--- config.mk ---
export PLATFORM = sky130hd
export DESIGN_NAME = fp_add7_unit
export DESIGN_NICKNAME = d
export VERILOG_FILES = /design/src/rtl/fp_add7_unit.sv
export SDC_FILE = /design/constraint.sdc
export NUM_CORES = 1
export LEC_CHECK = 0
export ABC_AREA = 1
export CAP_MARGIN = 10
export CORE_MARGIN = 5
export CORE_UTILIZATION = 40
export CTS_CLUSTER_SIZE = 16
export DETAILED_ROUTE_END_ITERATION = 8
export GPL_TIMING_DRIVEN = 1
export HOLD_SLACK_MARGIN = 0.15
export PLACE_DENSITY_LB_ADDON = 0.12
export SYNTH_ARGS = -nofsm -noshare
export SYNTH_HDL_FRONTEND = slang
export SYNTH_SLANG_ARGS = --single-unit
--- constraint.sdc ---
create_clock -name clock -period 5.54 [get_ports clock]
set_clock_uncertainty 0.05 [all_clocks]
set_input_delay 0.554 -clock clock [delete_from_list [all_inputs] [get_ports clock]]
set_output_delay 0.554 -clock clock [all_outputs]
set_load 0.02 [all_outputs]
--- src/rtl/fp_add7_unit.sv ---
// ============================================================================
//  Module   : fp_add7_unit
//  Purpose  : Single-precision (IEEE-754 binary32) adder with a fixed
//             LATENCY-edge pipeline and a load/busy/done handshake.
//             Round-to-nearest-even, denormals flushed to zero on input and
//             output, quiet-NaN canonical result 0x7FC00000.
//  Ports    : clock      - rising-edge clock
//             reset      - synchronous active-high reset
//             dataa      - operand A (FP32)
//             datab      - operand B (FP32)
//             load       - start request, accepted only while busy = 0
//             clear      - synchronous abort, same effect as reset
//             result     - registered FP32 sum, held until next completion
//             nan        - result is the canonical quiet NaN
//             overflow   - finite operands rounded past max finite
//             underflow  - nonzero exact sum below 2^-126, flushed to zero
//             zero       - result is +0 or -0
//             busy       - operation in flight
//             done       - one-cycle completion pulse
//  Revision : 1.0 - initial release
// ============================================================================
`default_nettype none

module fp_add7_unit #(
  parameter int DATA_WIDTH  = 32,
  parameter int LATENCY     = 7,
  parameter int CYCLE_WIDTH = 4
) (
  input  logic                  clock,
  input  logic                  reset,
  input  logic [DATA_WIDTH-1:0] dataa,
  input  logic [DATA_WIDTH-1:0] datab,
  input  logic                  load,
  input  logic                  clear,
  output logic [DATA_WIDTH-1:0] result,
  output logic                  nan,
  output logic                  overflow,
  output logic                  underflow,
  output logic                  zero,
  output logic                  busy,
  output logic                  done
);

  // Arithmetic occupies four registered stages (align, add, normalize,
  // round); the remaining stages up to LATENCY are a plain delay line.
  // LATENCY must therefore be at least 6.
  localparam int          DLY  = LATENCY - 5;
  localparam logic [31:0] QNAN = 32'h7FC0_0000;

  // --------------------------------------------------------------------------
  // Handshake, operand registers and result/flag registers
  // --------------------------------------------------------------------------
  logic [CYCLE_WIDTH-1:0] r_cnt;
  logic [31:0]            r_opa;
  logic [31:0]            r_opb;
  logic [35:0]            w_final;   // {sum, nan, overflow, underflow, zero}

  always_ff @(posedge clock) begin
    if (reset || clear) begin
      r_opa     <= '0;
      r_opb     <= '0;
      r_cnt     <= '0;
      busy      <= 1'b0;
      done      <= 1'b0;
      result    <= '0;
      nan       <= 1'b0;
      overflow  <= 1'b0;
      underflow <= 1'b0;
      zero      <= 1'b0;
    end else begin
      done <= 1'b0;
      if (!busy) begin
        if (load) begin
          r_opa <= dataa;
          r_opb <= datab;
          r_cnt <= '0;
          busy  <= 1'b1;
        end
      end else if (r_cnt == CYCLE_WIDTH'(LATENCY - 1)) begin
        // Operands were captured LATENCY-1 edges ago, so the delay line
        // output now holds the finished sum for this operation.
        busy  <= 1'b0;
        done  <= 1'b1;
        r_cnt <= '0;
        {result, nan, overflow, underflow, zero} <= w_final;
      end else begin
        r_cnt <= r_cnt + 1'b1;
      end
    end
  end

  // --------------------------------------------------------------------------
  // Stage 1: classify, order by magnitude, align the smaller operand
  // --------------------------------------------------------------------------
  logic        w_a_nan, w_b_nan, w_a_inf, w_b_inf, w_a_zero, w_b_zero;
  logic [30:0] w_mag_a, w_mag_b;
  logic        w_a_big;
  logic [7:0]  w_big_exp, w_sml_exp, w_diff;
  logic [23:0] w_big_sig, w_sml_sig;
  logic        w_big_sign;
  logic [4:0]  w_sh;
  logic [26:0] w_sml_ext, w_sml_shr, w_sml_aln;
  logic        w_lost;
  logic        w_spec, w_spec_nan, w_spec_zero;
  logic [31:0] w_spec_val;

  assign w_a_nan  = (r_opa[30:23] == 8'hFF) && (r_opa[22:0] != 23'd0);
  assign w_b_nan  = (r_opb[30:23] == 8'hFF) && (r_opb[22:0] != 23'd0);
  assign w_a_inf  = (r_opa[30:23] == 8'hFF) && (r_opa[22:0] == 23'd0);
  assign w_b_inf  = (r_opb[30:23] == 8'hFF) && (r_opb[22:0] == 23'd0);
  // Exponent field 0 covers both true zeros and flushed denormals.
  assign w_a_zero = (r_opa[30:23] == 8'h00);
  assign w_b_zero = (r_opb[30:23] == 8'h00);

  assign w_mag_a  = w_a_zero ? 31'd0 : r_opa[30:0];
  assign w_mag_b  = w_b_zero ? 31'd0 : r_opb[30:0];
  assign w_a_big  = (w_mag_a >= w_mag_b);

  assign w_big_exp  = w_a_big ? r_opa[30:23] : r_opb[30:23];
  assign w_sml_exp  = w_a_big ? r_opb[30:23] : r_opa[30:23];
  assign w_big_sig  = w_a_big ? {~w_a_zero, r_opa[22:0] & {23{~w_a_zero}}}
                              : {~w_b_zero, r_opb[22:0] & {23{~w_b_zero}}};
  assign w_sml_sig  = w_a_big ? {~w_b_zero, r_opb[22:0] & {23{~w_b_zero}}}
                              : {~w_a_zero, r_opa[22:0] & {23{~w_a_zero}}};
  assign w_big_sign = w_a_big ? r_opa[31] : r_opb[31];

  // Three extra bits below the LSB (guard, round, sticky). Everything
  // shifted past the sticky position is ORed into it.
  assign w_diff    = w_big_exp - w_sml_exp;
  assign w_sh      = (w_diff > 8'd27) ? 5'd27 : w_diff[4:0];
  assign w_sml_ext = {w_sml_sig, 3'b000};
  assign w_sml_shr = w_sml_ext >> w_sh;
  assign w_lost    = |(w_sml_ext & ~(27'h7FF_FFFF << w_sh));
  assign w_sml_aln = {w_sml_shr[26:1], w_sml_shr[0] | w_lost};

  // Results that bypass the arithmetic path.
  always_comb begin
    w_spec      = 1'b0;
    w_spec_val  = 32'd0;
    w_spec_nan  = 1'b0;
    w_spec_zero = 1'b0;
    if (w_a_nan || w_b_nan || (w_a_inf && w_b_inf && (r_opa[31] != r_opb[31]))) begin
      w_spec     = 1'b1;
      w_spec_val = QNAN;
      w_spec_nan = 1'b1;
    end else if (w_a_inf) begin
      w_spec     = 1'b1;
      w_spec_val = {r_opa[31], 8'hFF, 23'd0};
    end else if (w_b_inf) begin
      w_spec     = 1'b1;
      w_spec_val = {r_opb[31], 8'hFF, 23'd0};
    end else if (w_a_zero && w_b_zero) begin
      // Sum of two zeros is -0 only when both are negative.
      w_spec      = 1'b1;
      w_spec_val  = {r_opa[31] & r_opb[31], 31'd0};
      w_spec_zero = 1'b1;
    end
  end

  // --------------------------------------------------------------------------
  // Stage 3 combinational: leading-zero count and normalization
  // --------------------------------------------------------------------------
  logic        r2_spec, r2_spec_nan, r2_spec_zero, r2_sign;
  logic [31:0] r2_spec_val;
  logic [7:0]  r2_exp;
  logic [27:0] r2_sum;
  logic [4:0]  w_lzc;
  logic [26:0] w_norm;
  logic [9:0]  w_en;
  logic        w_cancel;

  always_comb begin
    w_lzc = 5'd28;
    for (int i = 0; i < 28; i++) begin
      if (r2_sum[i]) w_lzc = 5'(27 - i);
    end
  end

  always_comb begin
    w_norm = 27'd0;
    if (w_lzc == 5'd0) begin
      // Carry out of the add: shift right once, keep the dropped bit sticky.
      w_norm = {r2_sum[27:2], r2_sum[1] | r2_sum[0]};
    end else begin
      w_norm = 27'(r2_sum << (w_lzc - 5'd1));
    end
  end

  // Biased exponent of the normalized value; negative or zero means the
  // exact sum lies below the smallest normal.
  assign w_en     = {2'b00, r2_exp} + 10'd1 - {5'd0, w_lzc};
  assign w_cancel = !r2_spec && (r2_sum == 28'd0);

  // --------------------------------------------------------------------------
  // Stage 4 combinational: round to nearest even, pack, range checks
  // --------------------------------------------------------------------------
  logic        r3_spec, r3_spec_nan, r3_spec_zero, r3_sign;
  logic [31:0] r3_spec_val;
  logic [9:0]  r3_exp;
  logic [26:0] r3_norm;
  logic        w_rnd;
  logic [24:0] w_mant;
  logic [9:0]  w_ef;
  logic [22:0] w_frac;
  logic [35:0] w_s4;

  assign w_rnd  = r3_norm[2] & (r3_norm[3] | r3_norm[1] | r3_norm[0]);
  assign w_mant = {1'b0, r3_norm[26:3]} + {24'd0, w_rnd};
  // Rounding carry turns 1.111..1 into 10.000..0: bump the exponent.
  assign w_ef   = r3_exp + {9'd0, w_mant[24]};
  assign w_frac = w_mant[24] ? w_mant[23:1] : w_mant[22:0];

  always_comb begin
    w_s4 = 36'd0;
    if (r3_spec) begin
      w_s4 = {r3_spec_val, r3_spec_nan, 1'b0, 1'b0, r3_spec_zero};
    end else if (r3_exp[9] || (r3_exp == 10'd0)) begin
      w_s4 = {r3_sign, 31'd0, 4'b0011};
    end else if (w_ef >= 10'd255) begin
      w_s4 = {r3_sign, 8'hFF, 23'd0, 4'b0100};
    end else begin
      w_s4 = {r3_sign, w_ef[7:0], w_frac, 4'b0000};
    end
  end

  // --------------------------------------------------------------------------
  // Pipeline registers
  // --------------------------------------------------------------------------
  logic        r1_spec, r1_spec_nan, r1_spec_zero, r1_sign, r1_sub;
  logic [31:0] r1_spec_val;
  logic [7:0]  r1_exp;
  logic [26:0] r1_big, r1_sml;
  logic [35:0] r4_out;
  logic [35:0] r_dly [DLY];

  always_ff @(posedge clock) begin
    if (reset || clear) begin
      r1_spec      <= 1'b0;
      r1_spec_nan  <= 1'b0;
      r1_spec_zero <= 1'b0;
      r1_spec_val  <= '0;
      r1_sign      <= 1'b0;
      r1_sub       <= 1'b0;
      r1_exp       <= '0;
      r1_big       <= '0;
      r1_sml       <= '0;
      r2_spec      <= 1'b0;
      r2_spec_nan  <= 1'b0;
      r2_spec_zero <= 1'b0;
      r2_spec_val  <= '0;
      r2_sign      <= 1'b0;
      r2_exp       <= '0;
      r2_sum       <= '0;
      r3_spec      <= 1'b0;
      r3_spec_nan  <= 1'b0;
      r3_spec_zero <= 1'b0;
      r3_spec_val  <= '0;
      r3_sign      <= 1'b0;
      r3_exp       <= '0;
      r3_norm      <= '0;
      r4_out       <= '0;
      for (int i = 0; i < DLY; i++) r_dly[i] <= '0;
    end else begin
      // Stage 1
      r1_spec      <= w_spec;
      r1_spec_nan  <= w_spec_nan;
      r1_spec_zero <= w_spec_zero;
      r1_spec_val  <= w_spec_val;
      r1_sign      <= w_big_sign;
      r1_sub       <= r_opa[31] ^ r_opb[31];
      r1_exp       <= w_big_exp;
      r1_big       <= {w_big_sig, 3'b000};
      r1_sml       <= w_sml_aln;
      // Stage 2: the larger magnitude is always on the left, so the
      // difference never goes negative.
      r2_spec      <= r1_spec;
      r2_spec_nan  <= r1_spec_nan;
      r2_spec_zero <= r1_spec_zero;
      r2_spec_val  <= r1_spec_val;
      r2_sign      <= r1_sign;
      r2_exp       <= r1_exp;
      r2_sum       <= r1_sub ? ({1'b0, r1_big} - {1'b0, r1_sml})
                             : ({1'b0, r1_big} + {1'b0, r1_sml});
      // Stage 3: exact cancellation becomes +0 regardless of operand signs.
      r3_spec      <= r2_spec | w_cancel;
      r3_spec_nan  <= r2_spec_nan;
      r3_spec_zero <= r2_spec_zero | w_cancel;
      r3_spec_val  <= r2_spec ? r2_spec_val : 32'd0;
      r3_sign      <= r2_sign;
      r3_exp       <= w_en;
      r3_norm      <= w_norm;
      // Stage 4 and delay line
      r4_out       <= w_s4;
      r_dly[0]     <= r4_out;
      for (int i = 1; i < DLY; i++) r_dly[i] <= r_dly[i-1];
    end
  end

  assign w_final = r_dly[DLY-1];

endmodule

`default_nettype wire

After elaboration in Yosys (flattened, before gate mapping)
Memories as Yosys holds them, arrays and structs flattened. A register that Yosys moved wholly into a read port is not among the register bits.
Index checks and enable logic that the tools add are counted.
{"block": "op_classes", "addsub": 9, "magnitude_cmp": 3, "eq_ne": 4, "shift": 3, "n_mux": 63, "n_bitwise": 19, "n_reduce_logical": 32}
{"op": "two-way mux 5 bit", "count": 28}
{"op": "two-way mux 36 bit", "count": 3}
{"op": "two-way mux 32 bit", "count": 3}
{"op": "two-way mux 31 bit", "count": 3}
{"op": "two-way mux 35 bit", "count": 2}
{"op": "two-way mux 24 bit", "count": 2}
{"op": "AND 23 bit", "count": 2}
{"op": "zero test 23 bit", "count": 2}
{"op": "nonzero test 23 bit", "count": 2}
{"op": ">= comparator 31 bit", "count": 1}
{"op": "adder 27 x 27 -> 28 bit", "count": 1}
{"op": "zero test 28 bit", "count": 1}
{"op": "two-way mux 28 bit", "count": 1}
{"op": "left shift 28 x 5 -> 27 bit", "count": 1}
{"op": "subtractor 27 x 27 -> 28 bit", "count": 1}
{"op": "AND 27 bit", "count": 1}
{"op": "two-way mux 27 bit", "count": 1}
{"op": "inverter 27 bit", "count": 1}
{"op": "OR reduction 27 bit", "count": 1}
{"op": "left shift 27 x 5 -> 27 bit (first input constant)", "count": 1}
{"op": "right shift 27 x 5 -> 27 bit", "count": 1}
{"op": "adder 24 x 1 -> 25 bit", "count": 1}
{"op": "two-way mux 23 bit", "count": 1}
{"op": "equality test 8 bit (second input constant)", "count": 2}
{"op": "29 further kinds", "count": 70}
{"block": "word_totals", "reg_bits": 350, "ram_bits": 72, "in_bits": 68, "out_inout_bits": 38, "word_cells": 168, "mem_count": 1}
{"memory": "r_dly", "depth": 2, "width": 36, "read_ports": 2, "rd_ports_with_merged_regs": 1, "wr": 2, "line_no": "234", "text": "logic [35:0] r_dly [DLY];"}

Longest topological paths before layout
Gate-level depths: netlist of the first run.
{"block": "depth", "depth_word": 31, "mapped_depth": 44, "mapped_depth_nobuf": 43}

Worst setup path after synthesis of the first run
OpenSTA, ideal clock, no wires.
{"block": "synth_timing", "kind": "flip-flop to flip-flop", "start": "register r_opb[29]", "end": "register r1_sml[1]", "setup_time_ps": 128, "t_arrival_ps": 4353, "t_required_ps": 5362, "path_slack_ps": 1009, "path_stages_with_launch": 38, "path_buffers": 4, "synth_period_minus_slack_ps": 4531, "cell_sequence": "dfxtp_1 -> inv_1 -> nand4_1 -> nor2_1 -> inv_1 -> clkbuf_1 -> buf_1 -> clkbuf_1 -> nand2_1 -> ha_1 -> nand2_1 -> nor2_2 -> nand4_1 -> nor2_1 -> nand2_1 -> nand2_1 -> nor2_4 -> nand2_4 -> [... 2 more ...] -> ha_1 -> inv_1 -> nand2_1 -> nand2_1 -> nand2_2 -> nand3_1 -> nor2_1 -> nor2_4 -> nand4_4 -> buf_2 -> nand2_1 -> o21ai_1 -> mux2i_1 -> nand2_1 -> nand3_1 -> nand2_1 -> a21oi_1 -> nor2_1"}
{"block": "synth_between", "elab_chain_cells": 8, "elab_cells_between_ends": 12, "cone_classes": "add/sub: 1; order compare: 2; shift: 1; mux: 5; bitwise: 2; reduce/logical: 1"}
{"item": "start, declared", "line_no": "55", "text": "logic [31:0] r_opb;"}
{"item": "start signal, assigned", "line_no": "75", "text": "r_opb <= datab;"}
{"item": "zero test 8 bit", "line_no": "113", "text": "assign w_b_zero = (r_opb[30:23] == 8'h00);"}
{"item": "two-way mux 31 bit", "line_no": "116", "text": "assign w_mag_b = w_b_zero ? 31'd0 : r_opb[30:0];"}
{"item": ">= comparator 31 bit", "line_no": "117", "text": "assign w_a_big = (w_mag_a >= w_mag_b);"}
{"item": "two-way mux 8 bit (on tied branches)", "line_no": "119, 120"}
{"item": "subtractor 8 bit", "line_no": "129", "text": "assign w_diff = w_big_exp - w_sml_exp;"}
{"item": "greater-than comparator 8 x 5 -> 1 bit", "line_no": "130", "text": "assign w_sh = (w_diff > 8'd27) ? 5'd27 : w_diff[4:0];"}
{"item": "two-way mux 5 bit", "line_no": "130"}
{"item": "right shift 27 x 5 -> 27 bit (*)", "line_no": "132", "text": "assign w_sml_shr = w_sml_ext >> w_sh;"}
{"item": "end signal, assigned", "line_no": "273", "text": "r1_sml <= w_sml_aln;"}
{"item": "end, declared", "line_no": "232", "text": "logic [26:0] r1_big, r1_sml;"}
Mark *: on every way between the ends. The rest lies on a longest branch, timed or not.
A chain may end at the register's enable or synchronous reset.

Worst setup path after layout of the first run
{"block": "layout_timing", "start": "register r_opa[27]", "end": "register r1_sml[1]"}
{"block": "layout_between", "elab_chain_cells": 8, "elab_cells_between_ends": 12, "cone_classes": "add/sub: 1; order compare: 2; shift: 1; mux: 5; bitwise: 2; reduce/logical: 1"}
{"item": "start, declared", "line_no": "54", "text": "logic [31:0] r_opa;"}
{"item": "start signal, assigned", "line_no": "74", "text": "r_opa <= dataa;"}
{"item": "zero test 8 bit", "line_no": "112", "text": "assign w_a_zero = (r_opa[30:23] == 8'h00);"}
{"item": "two-way mux 31 bit", "line_no": "115", "text": "assign w_mag_a = w_a_zero ? 31'd0 : r_opa[30:0];"}
{"item": ">= comparator 31 bit", "line_no": "117"}
{"item": "two-way mux 8 bit (on tied branches)", "line_no": "119, 120"}
{"item": "subtractor 8 bit", "line_no": "129"}
{"item": "greater-than comparator 8 x 5 -> 1 bit", "line_no": "130"}
{"item": "two-way mux 5 bit", "line_no": "130"}
{"item": "right shift 27 x 5 -> 27 bit (*)", "line_no": "132"}
Marked as above.

==> results of run 1 <==
[what timing repair did]
action | in CTS | in global routing
hold buffers | 0 | 0
gates resized for setup | 0 | 12
buffers inserted | 0 | 7
endpoints found under the setup margin | 0 | 21
[cells in the mapped netlist (17+ instances only)]
library cell	n	share of area, %
o21ai_0	179	4.6
o21ai_1	18	0.46
clkbuf_1	95	1.8
nand2_1	594	11
inv_1	394	7.5
nor3_1	30	0.77
nand3_1	330	8.4
nand4_1	37	1.2
xor2_1	23	1.0
o22ai_1	17	0.54
a21oi_1	256	6.5
nor2_1	274	5.2
dfxtp_1	366	37
ha_1	102	6.5
inv_2	17	0.33
[cells by family (layout without fill, tap and decap cells)]
kind of cell | Yosys count | count (layout) | synth area share, %
AOI/OAI and AO/OA | 528 | 528 | 14.35
xor gates and xnor gates | 25 | 25 | 1.154
adders and majority gates | 104 | 104 | 6.707
buffers and inverters | 551 | 642 | 10.90
DFF | 366 | 366 | 37.34
muxes | 6 | 6 | 0.3060
and+or+nand+nor | 1320 | 1320 | 29.25
[sequential cells by signal, indices dropped and copies added (netlist names), 4 cells and up]
register	count
r1_sml	27
r_opa	32
r1_big	24
r2_exp	8
r_cnt	4
r2_sum	28
r3_exp	10
r4_out	36
result	32
r_opb	32
r_dly	72
r1_exp	8
r3_norm	27
[worst min-delay path by stage]
| stage | start | endpoint | slack (ns) |
|---|---|---|---|
| after global routing | r4_out[31] | r_dly[0][31] | 0.37 |
| final | r4_out[25] | r_dly[0][25] | 0.35 |
| after floorplan | r1_exp[0] | r2_exp[0] | 0.34 |
| after detailed placement | r4_out[11] | r_dly[0][11] | 0.35 |
| after CTS | r4_out[25] | r_dly[0][25] | 0.34 |
| after global placement | r4_out[11] | r_dly[0][11] | 0.34 |
[power by group through the flow]
| stage | clock, mW | sequential [mW] | combinational, mW |
|---|---|---|---|
| after floorplan | 0 | 2.87 | 2.82 |
| after global placement | 0 | 2.91 | 3.81 |
| after detailed placement | 0 | 2.91 | 3.80 |
| after CTS | 2.89 | 2.85 | 3.81 |
| after global routing | 3.00 | 2.87 | 4.35 |
| final | 2.80 | 2.85 | 3.92 |
[worst max-delay path, delay by kind of cell, from the launching register on]
kind | cells | cell delay, ns
adders and majority gates | 2 | 0.52
DFF | 1 | 0.35
and+or+nand+nor | 20 | 2.43
AOI/OAI and AO/OA | 5 | 0.73
buffers and inverters | 4 | 0.58
muxes | 1 | 0.22
[area by class of cell]
type / count / area, um^2 / area share, %
clock inverter: 14 / 226.5 / 0.9948
multi-input combinational: 1983 / 10200 / 44.81
sequential: 366 / 7327 / 32.18
clock buffer: 61 / 1191 / 5.232
tap: 664 / 830.8 / 3.649
timing repair buffer: 150 / 1409 / 6.189
inverter: 417 / 1580 / 6.941
[metal layers]
metal  part of all wire, %  up-vias  global-route usage (%)  routed length [um]
met2                    48      545                   37.55               28390
met4                   5.1        0                   10.35                3023
met5                     0        -                       0                   0
li1                      -     9519                       -                   -
met1                    42     8665                   26.47               25230
met3                   4.6      135                   3.038                2730
[cell usage in the layout, fill, tap and decap left out, types with 5 or more instances in the layout]
cell             Yosys  final
a211oi_1             6      6
a21oi_1            256    256
nand2_2             10     10
nand2_1            594    593
dfxtp_1            366    366
inv_2               17     13
o31ai_1              8      8
clkinv_1             5      5
clkdlybuf4s50_1      0    105
o22ai_1             17     17
o21bai_1             8      8
nor2_2               3      5
nor4_1              15     14
buf_4                4     42
inv_1              394    394
mux2i_1              6      6
a31oi_1             13     13
clkbuf_1            95     11
nand3_1            330    330
nand4_1             37     37
clkbuf_16            0     41
nor2_1             274    271
o21a_1               5      5
clkinv_2             1      7
ha_1               102    102
nor3_1              30     30
o21ai_0            179    178
clkbuf_8             0      9
xor2_1              23     22
o21ai_1             18     19
==> run_results.csv, run 1 <==
group,metric,value,unit
status,status,"finished clean",
synthesis,synth.net_count,3072,
pwr,switching_part_of_the_total,41.32,%
placed_design,placedCellCount,3573,
timing,slew_headroom,38.62,%
floorplan,placeableCoreArea,48750,um^2
worst_hold_path,worst_hold_stages,2,
critical_path,reg2reg_to,"r1_sml[1]",
pwr,power_switching,3.956,mW
floorplan,initial_core_util,40.26,%
drt,num_vias,18860,
pwr,fin_total_pwr,9.573,mW
synthesis,synth_sequential_area_ratio,37.34,%
critical_path,worst_setup_path_start_kind,"flop",
grt,number_of_antenna_violations_at_the_first_check_in_global_routing,0,
floorplan,top_level_ports,106,
clock_tree,count_of_h_tree_levels_built_during_cts,2,
flow_run,drv.max_cap_violation_count,0,
clock_tree,tritoncts_clock_tree,"done",
critical_path,worst_ep_required_time,5.92,ns
timing,post-route-min-period,5.063,ns
floorplan,die_height,231.5,um
pwr,cell_internal_pwr,5.618,mW
timing,tns,0,ns
cells_and_area,area_overhead_vs_synth,16.00,%
timing,fin_worst_hold_slack,0.3452,ns
critical_path,rr_worst_depth,32,
cells_and_area,antenna_cells,0,
drt,drtPass1Iterations,6,
grt,number_of_global_route_vias_before_repair,17950,
cells_and_area,postLayoutCellArea,22770,um^2
synthesis,syn-mean-instance-area,6.767,um^2
synthesis,syn_inst,2900,
floorplan,dieArea,53590,um^2
clock_tree,clock_transition_at_the_registers_of_the_reported_paths,0.06,ns
clock_tree,clockBufferDepth,3,
timing,finalHoldViolCount,0,
pwr,seq_power_share,29.8,%
clock_tree,clock-sinks,366,
drt,finalWirelength,59.37,mm
critical_path,endpoint,"r1_sml[1]",
cells_and_area,numnets_final,3131,
placed_design,gpl.final_weighted_congestion,0.9711,
drt,initialDrtViolationCount,1437,
timing,grt_setup_unrepaired,"no",
critical_path,crit_path_frequent_cell,"nand2_1",
pwr,clkPwrFrac,29.2,%
placed_design,post-dp-hpwl,45.57,mm
synthesis,postSynthRegisterBits,366,
drt,post-route-drc-count,0,
drt,antenna_violating_nets_post_route,0,
grt,globalRoute.totalOverflow,0,
synthesis,synthFlopType,"dfxtp_1",
placed_design,dp_worst_setup_slack,0.1906,ns
cells_and_area,layout-drive-gt1-share,5.684,%
critical_path,worst_ep_arrival_time,5.44,ns
pwr,p_per_area,420.5,nW/um^2
grt,grt_max_degree,102,
timing,setup_violations,0,
critical_path,worst_path_largest_cell_delay,0.35,ns
timing,timing_worst_slew_pin_value,0.9198,ns
clock_tree,numCtsBuffers,41,
synthesis,synthArstFlopShare,0,%
cells_and_area,fillers,4965,
critical_path,rr_startpoint,"r_opa[27]",
floorplan,rows,81,
pwr,vdd_ir_drop_max,0.0002897,V
critical_path,timing.critical_path.fanout_max,39,
critical_path,crit_start,"r_opa[27]",
critical_path,timing.critical_path.slowest_stage_cell,"dfxtp_1",
cells_and_area,fin_cells,3655,
drt,route.detailed.wl_per_inst,16.24,um
drt,drt-vias-per-instance,5.161,
worst_hold_path,type_of_the_tightest_min_delay_check,"flop to flop",
timing,fmax,197.5,MHz
pwr,power_leakage,9.745,nW
synthesis,number_of_synthesized_flops_with_an_enable_pin,0,
clock_tree,cts_root_buffer,"clkbuf_16",
floorplan,fp.dieW,231.5,um
critical_path,crit_path_kind,"flop to flop",
grt,gr-usage-all-layers,21.65,%
cells_and_area,final_core_util,46.70,%
timing,setup_slack,0.4766,ns
pwr,combinationalPowerShare,40.9,%
clock_tree,insertion_delay,0.57,ns
critical_path,crit_path_end_kind,"flop",
placed_design,place.port_buffers,105,
critical_path,setup.reg_to_reg.worst_slack,0.48,ns
grt,grt_pass1_wl,94.15,mm
timing,min_period_over_period,91.40,%
synthesis,synth.distinct_cells,60,
synthesis,yosysWarningCount,0,
timing,slew_violations,0,
placed_design,placed_cell_area,21260,um^2
synthesis,synthesis.area,19630,um^2
Note: power is estimated with default switching activity, not from simulation.
==> inputs of run 2 (changes only) <==
==> constraint.sdc (replaced) <==
create_clock -name clock -period 5.54 [get_ports clock]
set_clock_uncertainty 0.05 [all_clocks]
set_input_delay 0.554 -clock clock [delete_from_list [all_inputs] [get_ports clock]]
set_output_delay 0.554 -clock clock [all_outputs]
set_load 0.05 [all_outputs]
==> results of run 2 <==
Same layout as run 1 (identical final DEF). Status: finished clean.
Main changes from that run: total power 9.573 mW -> 9.574 mW
==> inputs of run 3 (changes only) <==
==> constraint.sdc (replaced) <==
create_clock -name clock -period 6.4 [get_ports clock]
set_clock_uncertainty 0.05 [all_clocks]
set_input_delay 0.64 -clock clock [delete_from_list [all_inputs] [get_ports clock]]
set_output_delay 0.64 -clock clock [all_outputs]
set_load 0.05 [all_outputs]
==> run_results.csv, run 3 (synthesized netlist as in run 1, its figures left out) <==
group,metric,value,unit
drt,post-route-drc-count,0,
clock_tree,cts_hold_buffers,0,
cells_and_area,numnets_final,3119,
timing,slew_violations,0,
flow_run,drv.max_cap_violation_count,0,
placed_design,place.port_buffers,105,
clock_tree,clock_transition_at_the_registers_of_the_reported_paths,0.07,ns
floorplan,dieArea,53590,um^2
placed_design,placedCellCount,3568,
critical_path,setup.reg_to_reg.worst_slack,0.65,ns
drt,drtPass1Iterations,6,
placed_design,post-dp-hpwl,47.44,mm
timing,post-route-min-period,5.754,ns
pwr,power_leakage,9.647,nW
critical_path,rr_startpoint,"r_opa[27]",
cells_and_area,top_register,"r_dly",
pwr,p_per_area,362.2,nW/um^2
timing,finalHoldViolCount,0,
cells_and_area,fillers,5064,
placed_design,placed_cell_area,21210,um^2
drt,antenna_violating_nets_post_route,0,
drt,num_vias,18710,
worst_hold_path,hp-start,"r_dly[0][6]",
worst_hold_path,type_of_the_tightest_min_delay_check,"flop to flop",
critical_path,worst_path_largest_cell_delay,0.58,ns
timing,setup_violations,0,
grt,number_of_antenna_violations_at_the_first_check_in_global_routing,0,
clock_tree,cts_root_buffer,"clkbuf_16",
critical_path,worst_setup_path_start_kind,"flop",
floorplan,rows,81,
drt,initialDrtViolationCount,1393,
grt,gr-usage-all-layers,22.58,%
cells_and_area,postLayoutCellArea,22550,um^2
cells_and_area,layout_commonest_cell,"nand2_1",
placed_design,gpl.final_weighted_congestion,0.9329,
clock_tree,numCtsBuffers,41,
grt,globalRoute.totalOverflow,0,
grt,grt_max_degree,102,
timing,grt_setup_unrepaired,"no",
critical_path,worst_ep_required_time,6.81,ns
pwr,vdd_ir_drop_max,0.0001706,V
cells_and_area,layout-drive-gt1-share,5.238,%
cells_and_area,biggestRegsByFlops,"r_dly x72, r4_out x36",
floorplan,fp.dieW,231.5,um
critical_path,crit_path_end_kind,"flop",
clock_tree,cts_setup_buffers,0,
critical_path,rr_worst_depth,35,
drt,drt-vias-per-instance,5.138,
critical_path,reg2reg_to,"r1_sml[0]",
grt,grt_pass1_wl,97.84,mm
cells_and_area,most-common-layout-cells,"nand2_1, inv_1, dfxtp_1",
critical_path,timing.critical_path.fanout_max,27,
timing,fin_worst_hold_slack,0.3455,ns
timing,fmax,173.8,MHz
critical_path,crit_path_kind,"flop to flop",
timing,min_period_over_period,89.91,%
clock_tree,clock-sinks,366,
critical_path,worst_ep_arrival_time,6.17,ns
critical_path,timing.critical_path.slowest_stage_cell,"inv_1",
critical_path,crit_path_frequent_cell,"nand2_1",
timing,slew_headroom,39.21,%
floorplan,top_level_ports,106,
floorplan,die_height,231.5,um
grt,number_of_global_route_vias_before_repair,18030,
cells_and_area,fin_cells,3642,
status,status,"finished clean",
cells_and_area,antenna_cells,0,
clock_tree,tritoncts_clock_tree,"done",
clock_tree,cts.repair.resized,0,
timing,timing_worst_slew_pin_value,0.9108,ns
clock_tree,insertion_delay,0.58,ns
worst_hold_path,timing.hold.worst_endpoint,"r_dly[1][6]",
clock_tree,count_of_h_tree_levels_built_during_cts,2,
worst_hold_path,worst_hold_stages,2,
drt,route.detailed.wl_per_inst,16.95,um
floorplan,initial_core_util,40.26,%
floorplan,placeableCoreArea,48750,um^2
cells_and_area,area_overhead_vs_synth,14.92,%
timing,tns,0,ns
cells_and_area,largest_register_ffs,72,
drt,finalWirelength,61.74,mm
clock_tree,clockBufferDepth,3,
-- run 3: critical path, delay by kind of cell (launching register included) --
kind / cells / cell delay (ns)
and+or+nand+nor: 29 / 3.90
buffers and inverters: 3 / 0.77
adders and majority gates: 2 / 0.49
DFF: 1 / 0.34
AOI/OAI and AO/OA: 1 / 0.08
-- run 3: per-stage QoR --
stage               worst slack [ns]  total power [mW]  utilization [%]
finish                        0.6456             8.169            46.27
global route                 0.01386             8.729            46.27
CTS                           0.7234             8.198            46.27
detailed placement            0.7493             5.864            43.51
global placement              0.8971             5.868            43.51
floorplan                      1.869             4.932                -
-- run 3: per-layer routing --
| layer | track usage [%] | up-vias | wire, um |
|---|---|---|---|
| met1 | 27.71 | 8637 | 26150 |
| li1 | - | 9497 | - |
| met3 | 3.614 | 102 | 3020 |
| met2 | 40.32 | 477 | 30440 |
| met4 | 7.559 | 0 | 2125 |
| met5 | 0 | - | 0 |
-- run 3: worst max-delay path by stage --
stage | start | endpoint | slack [ns]
floorplan | r_opb[29] | r1_sml[1] | 1.87
global placement | r_opa[27] | r1_sml[0] | 0.90
detailed placement | r_opa[27] | r1_sml[0] | 0.75
CTS | r_opa[27] | r1_sml[0] | 0.72
global route | r_opa[27] | r1_sml[0] | 0.01
finish | r_opa[27] | r1_sml[0] | 0.65
-- run 3: area by class of cell --
class / instances / area (um^2) / area share, %
Multi-Input combinational cell: 1983 / 10190 / 45.16
Sequential cell: 366 / 7327 / 32.49
Inverter: 417 / 1569 / 6.957
Timing Repair Buffer: 138 / 1299 / 5.758
Clock buffer: 59 / 1164 / 5.159
Tap cell: 664 / 830.8 / 3.684
Clock inverter: 15 / 178.9 / 0.7933
-- run 3: where the power goes --
group          internal [mW]  total [mW]  switching [mW]
sequential              2.39        2.47          0.0884
clock                   1.33        2.30           0.973
combinational          0.996        3.39            2.39
==> variant (settings of run 1) <==
Put one more register stage on the output `underflow`. The value now appears one clock later. The other outputs are not delayed to match.
--- a/src/rtl/fp_add7_unit.sv
+++ b/src/rtl/fp_add7_unit.sv
@@ -47,6 +47,8 @@
   localparam int          DLY  = LATENCY - 5;
   localparam logic [31:0] QNAN = 32'h7FC0_0000;
 
+  logic underflow_s0;
+
   // --------------------------------------------------------------------------
   // Handshake, operand registers and result/flag registers
   // --------------------------------------------------------------------------
@@ -65,7 +67,7 @@
       result    <= '0;
       nan       <= 1'b0;
       overflow  <= 1'b0;
-      underflow <= 1'b0;
+      underflow_s0 <= 1'b0;
       zero      <= 1'b0;
     end else begin
       done <= 1'b0;
@@ -82,7 +84,7 @@
         busy  <= 1'b0;
         done  <= 1'b1;
         r_cnt <= '0;
-        {result, nan, overflow, underflow, zero} <= w_final;
+        {result, nan, overflow, underflow_s0, zero} <= w_final;
       end else begin
         r_cnt <= r_cnt + 1'b1;
       end
@@ -298,6 +300,10 @@
 
   assign w_final = r_dly[DLY-1];
 
+  always_ff @(posedge clock) begin
+    underflow <= underflow_s0;
+  end
+
 endmodule
 
 `default_nettype wire
Check against the original RTL: no difference found for any inputs over 4 cycles, from zero or initial values; that may be too few to reach the edited logic, so the function may still have changed.
==> variant against run 1 <==
  * Setup slack lost 0.043 ns
  * Synthesized cell count is essentially flat
  * Area after synthesis grew 0.10%
  * Critical path depth grew 2
  * Via count grew 0.64%
  * Routed wire length grew 1.7%
  * Sequential power is essentially flat
  * Hold slack lost 0.043 ns
  * Cell area grew 0.19%
  * Power shrank 0.55%
  * Sequential cell count grew 1
  * Critical endpoint unchanged
==> variant: results (changes against run 1) <==
* Status: completed
* R2r startpoint: r_opa[27]$_SDFFE_PP0P_
* Drt initial violations at 1377 (-4.2%)
* Routability cong. at 0.925 (-4.8%)
* Worst-case vdd ir drop at 222 µV (-23%)
* CP max stage delay at 0.35 ns (about the same)
* FILL cells at 5048 (+1.7%)
* Post-place setup slack at 0.285 ns (+0.0939 ns)
* Syn. warnings at 0 (unchanged)
* H-tree depth at 2 (unchanged)
* Critical Path Sink: r1_sml[1]$_SDFF_PP0_
* Initial antenna violation count at 0 (unchanged)
* Clkbuf count at 55 (-9.8%)
* Inserted Diodes at 0 (unchanged)
* Vias at 19000 (+0.64%)
* #MultiIn Comb at 1983 (unchanged)
* Non-clk buf share at 0.0658 (+0.00394)
* Critical path class: reg2reg
* Multi-input logic area at 10200 µm² (-0.15%)
* Top area cells in the synthesized netlist: dfxtp_1, nand2_1, nand3_1
* Synthesized area per cell at 6.77 µm² (about the same)
* Seq/total area at 0.322 (about the same)
* Cts bufs inserted at 40 (-2.4%)
* Placed cells at 3580 (+0.20%)
* Inverter count at 417 (unchanged)
* CP max stage cell: nor4_1
* Net count after synthesis at 3073 (+0.033%)
* Vias in the first global route at 18200 (+1.3%)
* Num Clock Sinks at 367 (+0.27%)
* Final clock-cell share at 0.0599 (-0.00237)
* Synth top cells by count: nand2_1, inv_1, dfxtp_1
* Clk slew on worst S/H paths at 0.06 ns (about the same)
* Layout cell share with drive strength beyond 1 at 0.0597 (+0.00287)
* Reg2reg setup slack at 0.43 ns (-0.04 ns)
* Worst slew pin tran at 0.906 ns (-0.0142 ns)
* Leakage at 9.78 nW (+0.38%)
* Root Buffer: clkbuf_16
* All-Layer GR Usage at 0.220 (+0.00372)
* Largest net degree at the start of global routing at 102 (unchanged)
* Seq/Total Area, Yosys at 0.374 (+0.000639)
* Crit share post-route at 0.922 (+0.00780)
* Global-route wire length before repair at 96.1 mm (+2.0%)
* Largest registers: r_dly (72), r4_out (36)
* Number of library cell types mapped by synthesis at 60 (unchanged)
* Switching Fraction at 0.416 (+0.00302)
* Clk pwr at 0.00269 W (-4%)
* Via-to-Cell Ratio at 5.18 (+0.44%)
* Max_cap viols at 0 (unchanged)
* Routed WL at 60.4 mm (+1.7%)
* Seq pwr share at 0.300 (+0.002)
* Async SR Flop Fraction at 0 (unchanged)
* Bufs w/o clock at 159 (+6.0%)
* Placed Area at 21400 µm² (+0.42%)
* Max clock buf depth at 3 (unchanged)
* Tightest Hold Check Type: reg2reg
* HPWL Detailed at 46.0 mm (+0.94%)
* Largest fanout on the critical path at 27 (-31%)
* First-pass detailed-route iteration total at 8 (+2)
* Reg2Reg Depth at 34 (+6.3%)
* CP arrival at 5.46 ns (+0.02 ns)
variant: worst min-delay path by stage:
stage	slack [ns]	depth (start not counted)	endpoint	from
floorplan	0.28	0	underflow$_DFF_P_	underflow_s0$_SDFFE_PP0P_
global placement	0.29	0	underflow$_DFF_P_	underflow_s0$_SDFFE_PP0P_
detailed placement	0.29	0	underflow$_DFF_P_	underflow_s0$_SDFFE_PP0P_
CTS	0.31	0	underflow$_DFF_P_	underflow_s0$_SDFFE_PP0P_
global route	0.31	0	underflow$_DFF_P_	underflow_s0$_SDFFE_PP0P_
finish	0.30	0	underflow$_DFF_P_	underflow_s0$_SDFFE_PP0P_
variant: stage by stage:
stage                      util  power, W
final                     0.468   0.00952
after global routing      0.468    0.0102
after CTS                 0.466   0.00951
after detailed placement  0.438   0.00677
after global placement    0.438   0.00678
after floorplan               -   0.00570
variant: logic make-up (layout without fill, tap and decap cells):
group / count (synthesis) / count (layout) / share of synthesized area
simple gates: 1320 / 1320 / 0.292
flops: 367 / 367 / 0.374
mux: 6 / 6 / 0.00306
xor+xnor: 25 / 25 / 0.0115
buf+inv: 551 / 648 / 0.109
compound gates: 528 / 528 / 0.143
fa+ha+maj: 104 / 104 / 0.0670
variant: timing repair:
item / 4_1_cts / 5_1_grt
endpoints found under the setup margin: 0 / 16
setup buffers: 0 / 10
endpoints found under the hold margin: 0 / 0
gates resized for setup: 0 / 7
variant: metal layers:
layer	GRT usage	share of wire	up-vias
li1	-	-	9535
met1	0.268	0.42	8819
met2	0.391	0.49	509
met3	0.0293	0.043	121
met4	0.0947	0.046	0
met5	0	0	-
